`config.mk`:
```
export PLATFORM = sky130hd
export DESIGN_NAME = hilo_muldiv_unit
export DESIGN_NICKNAME = d
export VERILOG_FILES = /design/src/rtl/hilo_muldiv_unit.sv
export SDC_FILE = /design/constraint.sdc
export NUM_CORES = 1
export LEC_CHECK = 0
export ABC_CLOCK_PERIOD_IN_PS = 4400
export BUFFER_PORTS_ARGS = -buffer_cell sky130_fd_sc_hd__buf_4
export CORE_AREA = 4 4 198 248
export DETAILED_ROUTE_END_ITERATION = 6
export DIE_AREA = 0 0 202 252
export REMOVE_ABC_BUFFERS = 1
export SLEW_MARGIN = 10
export SYNTH_ARGS = -nofsm -noshare
export SYNTH_HDL_FRONTEND = slang
export SYNTH_SLANG_ARGS = --single-unit
```
`constraint.sdc`:
```
create_clock -name clk -period 4.4 [get_ports clk]
set_clock_uncertainty 0.05 [all_clocks]
set_input_delay 0.88 -clock clk [delete_from_list [all_inputs] [get_ports clk]]
set_output_delay 0.88 -clock clk [all_outputs]
set_load 0.01 [all_outputs]
```
`src/rtl/hilo_muldiv_unit.sv`:
```
// HI/LO result register with its own radix-2 iterative multiplier and optional restoring divider.
// Define HILO_DIV_EN to build the divider datapath and the DIVU/DIV ops.
module hilo_muldiv_unit #(
  parameter int WIDTH = 32,
  parameter int CNT_W = 6
) (
  input  logic             clk,
  input  logic             reset,
  input  logic             start,
  input  logic [1:0]       op,
  input  logic [WIDTH-1:0] src_a,
  input  logic [WIDTH-1:0] src_b,
  input  logic             mthi,
  input  logic             mtlo,
  input  logic [WIDTH-1:0] wdata,
  output logic             busy,
  output logic             done,
  output logic             div_by_zero,
  output logic [WIDTH-1:0] hi_out,
  output logic [WIDTH-1:0] lo_out
);

  typedef enum logic [1:0] {IDLE, RUN, FIN} state_t;

  state_t             stateQ, stateD;
  logic [WIDTH-1:0]   hiQ, loQ, magA, magB, absA, absB;
  logic [2*WIDTH-1:0] acc, iterNext, prodFix;
  logic [WIDTH:0]     addSum;
  logic [CNT_W-1:0]   countQ;
  logic               negResult, skipQ, doneQ, startSkip;

`ifdef HILO_DIV_EN
  logic             isDiv, negRem, dbzQ;
  logic [WIDTH:0]   remTrial, diff;
  logic [WIDTH-1:0] quotFix, remFix;

  assign startSkip = op[1] && (src_b == '0);
`else
  // Without the divider a divide op just bounces through FIN without touching HI/LO.
  assign startSkip = op[1];
`endif

  always_comb begin
    absA = (op[0] && src_a[WIDTH-1]) ? ('0 - src_a) : src_a;
    absB = (op[0] && src_b[WIDTH-1]) ? ('0 - src_b) : src_b;
  end

  always_ff @(posedge clk) begin
    if (!reset) stateQ <= IDLE;
    else        stateQ <= stateD;
  end

  always_comb begin
    stateD = stateQ;
    case (stateQ)
      IDLE:    if (start) stateD = startSkip ? FIN : RUN;
      RUN:     if (countQ == CNT_W'(1)) stateD = FIN;
      FIN:     stateD = IDLE;
      default: stateD = IDLE;
    endcase
  end

  // acc holds {partial product, remaining multiplier} or {remainder, dividend/quotient}.
  always_comb begin
    addSum   = {1'b0, acc[2*WIDTH-1:WIDTH]} + {1'b0, (acc[0] ? magA : '0)};
    iterNext = {addSum, acc[WIDTH-1:1]};
    prodFix  = negResult ? ('0 - acc) : acc;
`ifdef HILO_DIV_EN
    remTrial = {acc[2*WIDTH-1:WIDTH], acc[WIDTH-1]};
    diff     = remTrial - {1'b0, magB};
    if (isDiv)
      iterNext = diff[WIDTH] ? {remTrial[WIDTH-1:0], acc[WIDTH-2:0], 1'b0}
                             : {diff[WIDTH-1:0], acc[WIDTH-2:0], 1'b1};
    quotFix  = negResult ? ('0 - acc[WIDTH-1:0]) : acc[WIDTH-1:0];
    remFix   = negRem ? ('0 - acc[2*WIDTH-1:WIDTH]) : acc[2*WIDTH-1:WIDTH];
`endif
  end

  always_ff @(posedge clk) begin
    if (!reset) begin
      hiQ       <= '0;
      loQ       <= '0;
      magA      <= '0;
      magB      <= '0;
      acc       <= '0;
      countQ    <= '0;
      negResult <= 1'b0;
      skipQ     <= 1'b0;
      doneQ     <= 1'b0;
`ifdef HILO_DIV_EN
      isDiv     <= 1'b0;
      negRem    <= 1'b0;
      dbzQ      <= 1'b0;
`endif
    end else begin
      doneQ <= 1'b0;
`ifdef HILO_DIV_EN
      dbzQ  <= 1'b0;
`endif
      case (stateQ)
        IDLE: begin
          if (mthi) hiQ <= wdata;
          if (mtlo) loQ <= wdata;
          if (start) begin
            magA      <= absA;
            magB      <= absB;
            acc       <= op[1] ? {{WIDTH{1'b0}}, absA} : {{WIDTH{1'b0}}, absB};
            countQ    <= CNT_W'(WIDTH);
            negResult <= op[0] && (src_a[WIDTH-1] ^ src_b[WIDTH-1]);
            skipQ     <= startSkip;
`ifdef HILO_DIV_EN
            isDiv     <= op[1];
            negRem    <= op[0] && src_a[WIDTH-1];
`endif
          end
        end
        RUN: begin
          acc    <= iterNext;
          countQ <= countQ - 1'b1;
        end
        FIN: begin
          doneQ <= 1'b1;
`ifdef HILO_DIV_EN
          dbzQ  <= skipQ;
          if (!skipQ) begin
            if (isDiv) begin
              hiQ <= remFix;
              loQ <= quotFix;
            end else begin
              hiQ <= prodFix[2*WIDTH-1:WIDTH];
              loQ <= prodFix[WIDTH-1:0];
            end
          end
`else
          if (!skipQ) begin
            hiQ <= prodFix[2*WIDTH-1:WIDTH];
            loQ <= prodFix[WIDTH-1:0];
          end
`endif
        end
        default: ;
      endcase
    end
  end

  assign busy   = (stateQ != IDLE);
  assign done   = doneQ;
  assign hi_out = hiQ;
  assign lo_out = loQ;
`ifdef HILO_DIV_EN
  assign div_by_zero = dbzQ;
`else
  assign div_by_zero = 1'b0;
`endif

endmodule

```
==> results by group <==
Floorplan
  • Number of rows in the core area: 89
  • Starting utilization of the core area: 24.7%
  • Core Area: 46900 um2
  • Die extent in x: 202 um
  • Number of placed I/O pins: 170
  • Total Die Area: 50900 um2
  • Height of the die: 252 um

Global route
  • Global route overflow: 0
  • Overall Global Routing Usage: 16.7%
  • GRT met2 Usage: 27.7%
  • Maximum number of pins on one net before global-route repair: 71
  • First-pass GRT wire length: 67600 um
  • Initial antenna violation count: 1
  • Met3 global-route usage: 3.23%
  • Vias in the first global route: 11400
  • GRT met1 Usage: 22.3%
  • Layer carrying the most global-route usage: met2

Placed design
  • Worst setup slack after placement: 0.910 ns
  • Routability-driven placement congestion ratio: 0.939
  • Cells after DPL: 2231
  • Post-detail-place hpwl: 35100 um
  • Buffers added on ports: 168

Clock tree
  • Clock root buffer: clkbuf_16
  • Total of hold buffers inserted after clock tree synthesis: 0
  • Post-CTS setup buffers: 0
  • CTS clk-pin slew, worst paths: 0.08 ns
  • Number of clock buffers inserted by TritonCTS: 17
  • Source-to-sink clock delay at the later pin of the worst-skew pair: 0.45 ns
  • Number of clock sinks: 171
  • H-Tree Depth: 4
  • CTS resizes: 0
  • Max clock buf depth: 2
  • TritonCTS clock tree: done

Critical path
  • Required time of the worst setup path: 4.68 ns
  • Cell-by-cell trace of the critical path: and2_1, ha_1, a21oi_1, o21ai_0, a41o_1, o31ai_1, a211oi_1, or3_1, a32o_1
  • Largest stage delay, worst path: 0.70 ns
  • R2r startpoint: acc[0]
  • WS Path Type: reg -> reg
  • Sum of buffers and inverters on the critical path: 0
  • Critical path launch point type: flip-flop
  • Critical-path top delay cell: dfxtp_1
  • Crit path max fanout: 24
  • Nature of the critical path endpoint: flip-flop
  • Worst Setup SP: acc[0]
  • Data arrival time of the critical path: 3.75 ns
  • Family with the most delay on the worst path: compound AO/OA/AOI/OAI gates

Yosys
  • Share of synthesized flip-flops with an asynchronous set or reset: 0%
  • Share of synthesized area occupied by flip-flops and latches: 29.5%
  • Yosys Warn Count: 0
  • Compound-cell area share of the yosys netlist: 28.7%
  • Post-synthesis share of cell area spent on xor and xnor gates: 9.75%
  • Adder and majority cell fraction of the synthesized area: 4.17%
  • Cells after synthesis: 1514
  • Simple-gate portion of the synthesized area: 22.4%
  • Flop and latch count out of synthesis: 171
  • Largest family of logic cells by synthesized area: compound AO/OA/AOI/OAI gates
  • Netlist Area Pre-Place: 11600 um2
  • Post-synth EDFFs: 0
  • Share of synthesized area spent on multiplexers: 0.799%
  • Syn avg cell area: 7.65 um2
  • Post-synth cell types: 71
  • Ys flop type: dfxtp_1

Worst hold path
  • Startpoint of the tightest hold check path: magA[0]
  • Worst hold path class: reg -> reg

Timing
  • Portion of the clock cycle consumed by the worst path in the final layout: 78.8%
  • Setup TNS: 0 ns
  • RSZ-0062 raised after global routing: no
  • Pin slew with the least headroom to its limit: 1.27 ns
  • Top achievable clock speed: 0.288 GHz
  • Relative slew margins: 15.6%
  • Tmin final: 3.47 ns
  • Fin. max-slew vios: 0
  • Final Hold Vio Count: 0
  • Setup Viol. Count Final: 0
  • Slack of the critical path: 0.931 ns

Finish
  • Final antenna diode count: 0
  • Synth-to-layout area growth: 20.8%
  • Layout cells sized above 1: 15.6%
  • Final core utilization: 29.9%
  • Filler-free cell count of the finished design: 2263
  • # nets final: 1754

Route
  • Routed len/inst: 19.8 um
  • Post-detailed-route via-to-cell ratio: 5.30
  • Initial DRC Count: 1049
  • DRC violation count after routing: 0
  • Total detailed-routing wirelength: 44800 um
  • Detailed-router iteration count before antenna repair: 6
  • Total number of vias: 12000
  • Post-detailed-route count of antenna-violating nets: 0

Power
  • Pleak: 5.54 nW
  • Cell area power density: 318 nW/um2
  • Largest voltage drop on the vdd net: 0.234 mV

Flow run
  • Max-cap check violation count: 0

Outcome
  • Result of the run: completed
## Yosys cell counts (26+ instances only)
cell type	instances	area share, %
a21oi_1	123	5.3
a211oi_1	31	2.0
nand2_1	135	4.4
o21ai_0	105	4.5
nor2_1	145	4.7
ha_1	37	4.0
nand3_1	40	1.7
and2_1	46	2.5
inv_1	26	0.84
xor2_1	72	5.4
xnor2_1	57	4.3
clkbuf_1	105	3.4
dfxtp_1	171	30
o31ai_1	30	1.9
## logic make-up (layout without fill, tap and decap cells)
| group | after synthesis | in the layout |
|---|---|---|
| simple gates | 527 | 527 |
| compound gates | 500 | 500 |
| flops | 171 | 171 |
| buf+inv | 139 | 251 |
| xor+xnor | 129 | 129 |
| fa+ha+maj | 38 | 38 |
| mux | 9 | 9 |
| other cells | 1 | 1 |
## area by class of cell
cell class                      count  area [um2]
Clock buffer                       18         439
Inverter                           27         101
Multi-Input combinational cell   1204        7650
Sequential cell                   171        3420
Tap cell                          637         797
Timing Repair Buffer              192        1440
Clock inverter                     14         150
Fill cell                        5058       32900
## where the power goes
| part | internal (mW) | total (mW) | switching (mW) |
|---|---|---|---|
| clock | 0.776 | 1.54 | 0.760 |
| combinational | 0.429 | 1.09 | 0.661 |
| sequential | 1.68 | 1.83 | 0.148 |
## final timing paths
path         endpoint  slack (ns)  cells past startpoint
max           acc[59]        0.93                      9
min           magA[0]        0.41                      2
max reg2reg   acc[59]        0.93                      9
min reg2reg   magA[0]        0.41                      2
## per-stage QoR
stage | hold WS, ns | total power [mW] | instance area (um2)
2_1_floorplan | 0.382 | 2.40 | 11200
4_1_cts | 0.412 | 4.47 | 14000
5_1_grt | 0.434 | 4.63 | 14000
6_report | 0.411 | 4.45 | 14000
3_5_place_dp | 0.396 | 2.94 | 13400
3_3_place_gp | 0.394 | 2.92 | 13400
## cell usage in the layout, fill, tap and decap left out, types with 10 or more instances in the layout
| cell | instances |
|---|---|
| a211o_1 | 10 |
| a211oi_1 | 31 |
| a21boi_0 | 12 |
| a21o_1 | 18 |
| a21oi_1 | 123 |
| a222oi_1 | 12 |
| a22oi_1 | 23 |
| a31oi_1 | 18 |
| and2_1 | 45 |
| and3_1 | 15 |
| buf_4 | 192 |
| clkbuf_16 | 17 |
| dfxtp_1 | 170 |
| ha_1 | 37 |
| inv_1 | 26 |
| nand2_1 | 135 |
| nand2b_1 | 18 |
| nand3_1 | 40 |
| nand4_1 | 11 |
| nor2_1 | 145 |
| nor2b_1 | 13 |
| nor3_1 | 18 |
| nor4_1 | 17 |
| o211ai_1 | 22 |
| o21ai_0 | 105 |
| o22ai_1 | 12 |
| o31ai_1 | 30 |
| o41ai_1 | 15 |
| or3_1 | 23 |
| or4_1 | 20 |
| xnor2_1 | 57 |
| xor2_1 | 72 |
## worst register-to-register path: cells and delay by family (launching register included)
kind                     cells  cell delay, ns
AO/OA/AOI/OAI                6            1.72
adder cells (fa/ha/maj)      1            0.31
flip-flops                   1            0.70
AND/OR/NAND/NOR              2            0.59
## flip-flops by register name (all words and copies together), names as in the netlist
| register | flops |
|---|---|
| negResult | 1 |
| done | 1 |
| acc | 64 |
| stateQ | 2 |
| hi_out | 32 |
| magA | 32 |
| skipQ | 1 |
| countQ | 6 |
| lo_out | 32 |
## routing by layer
layer | part of all wire, % | vias up
li1 | - | 5738
met1 | 42 | 5696
met2 | 47 | 514
met3 | 8.7 | 53
met4 | 2.2 | 0
met5 | 0 | -
Note: power is estimated with default switching activity, not from simulation.
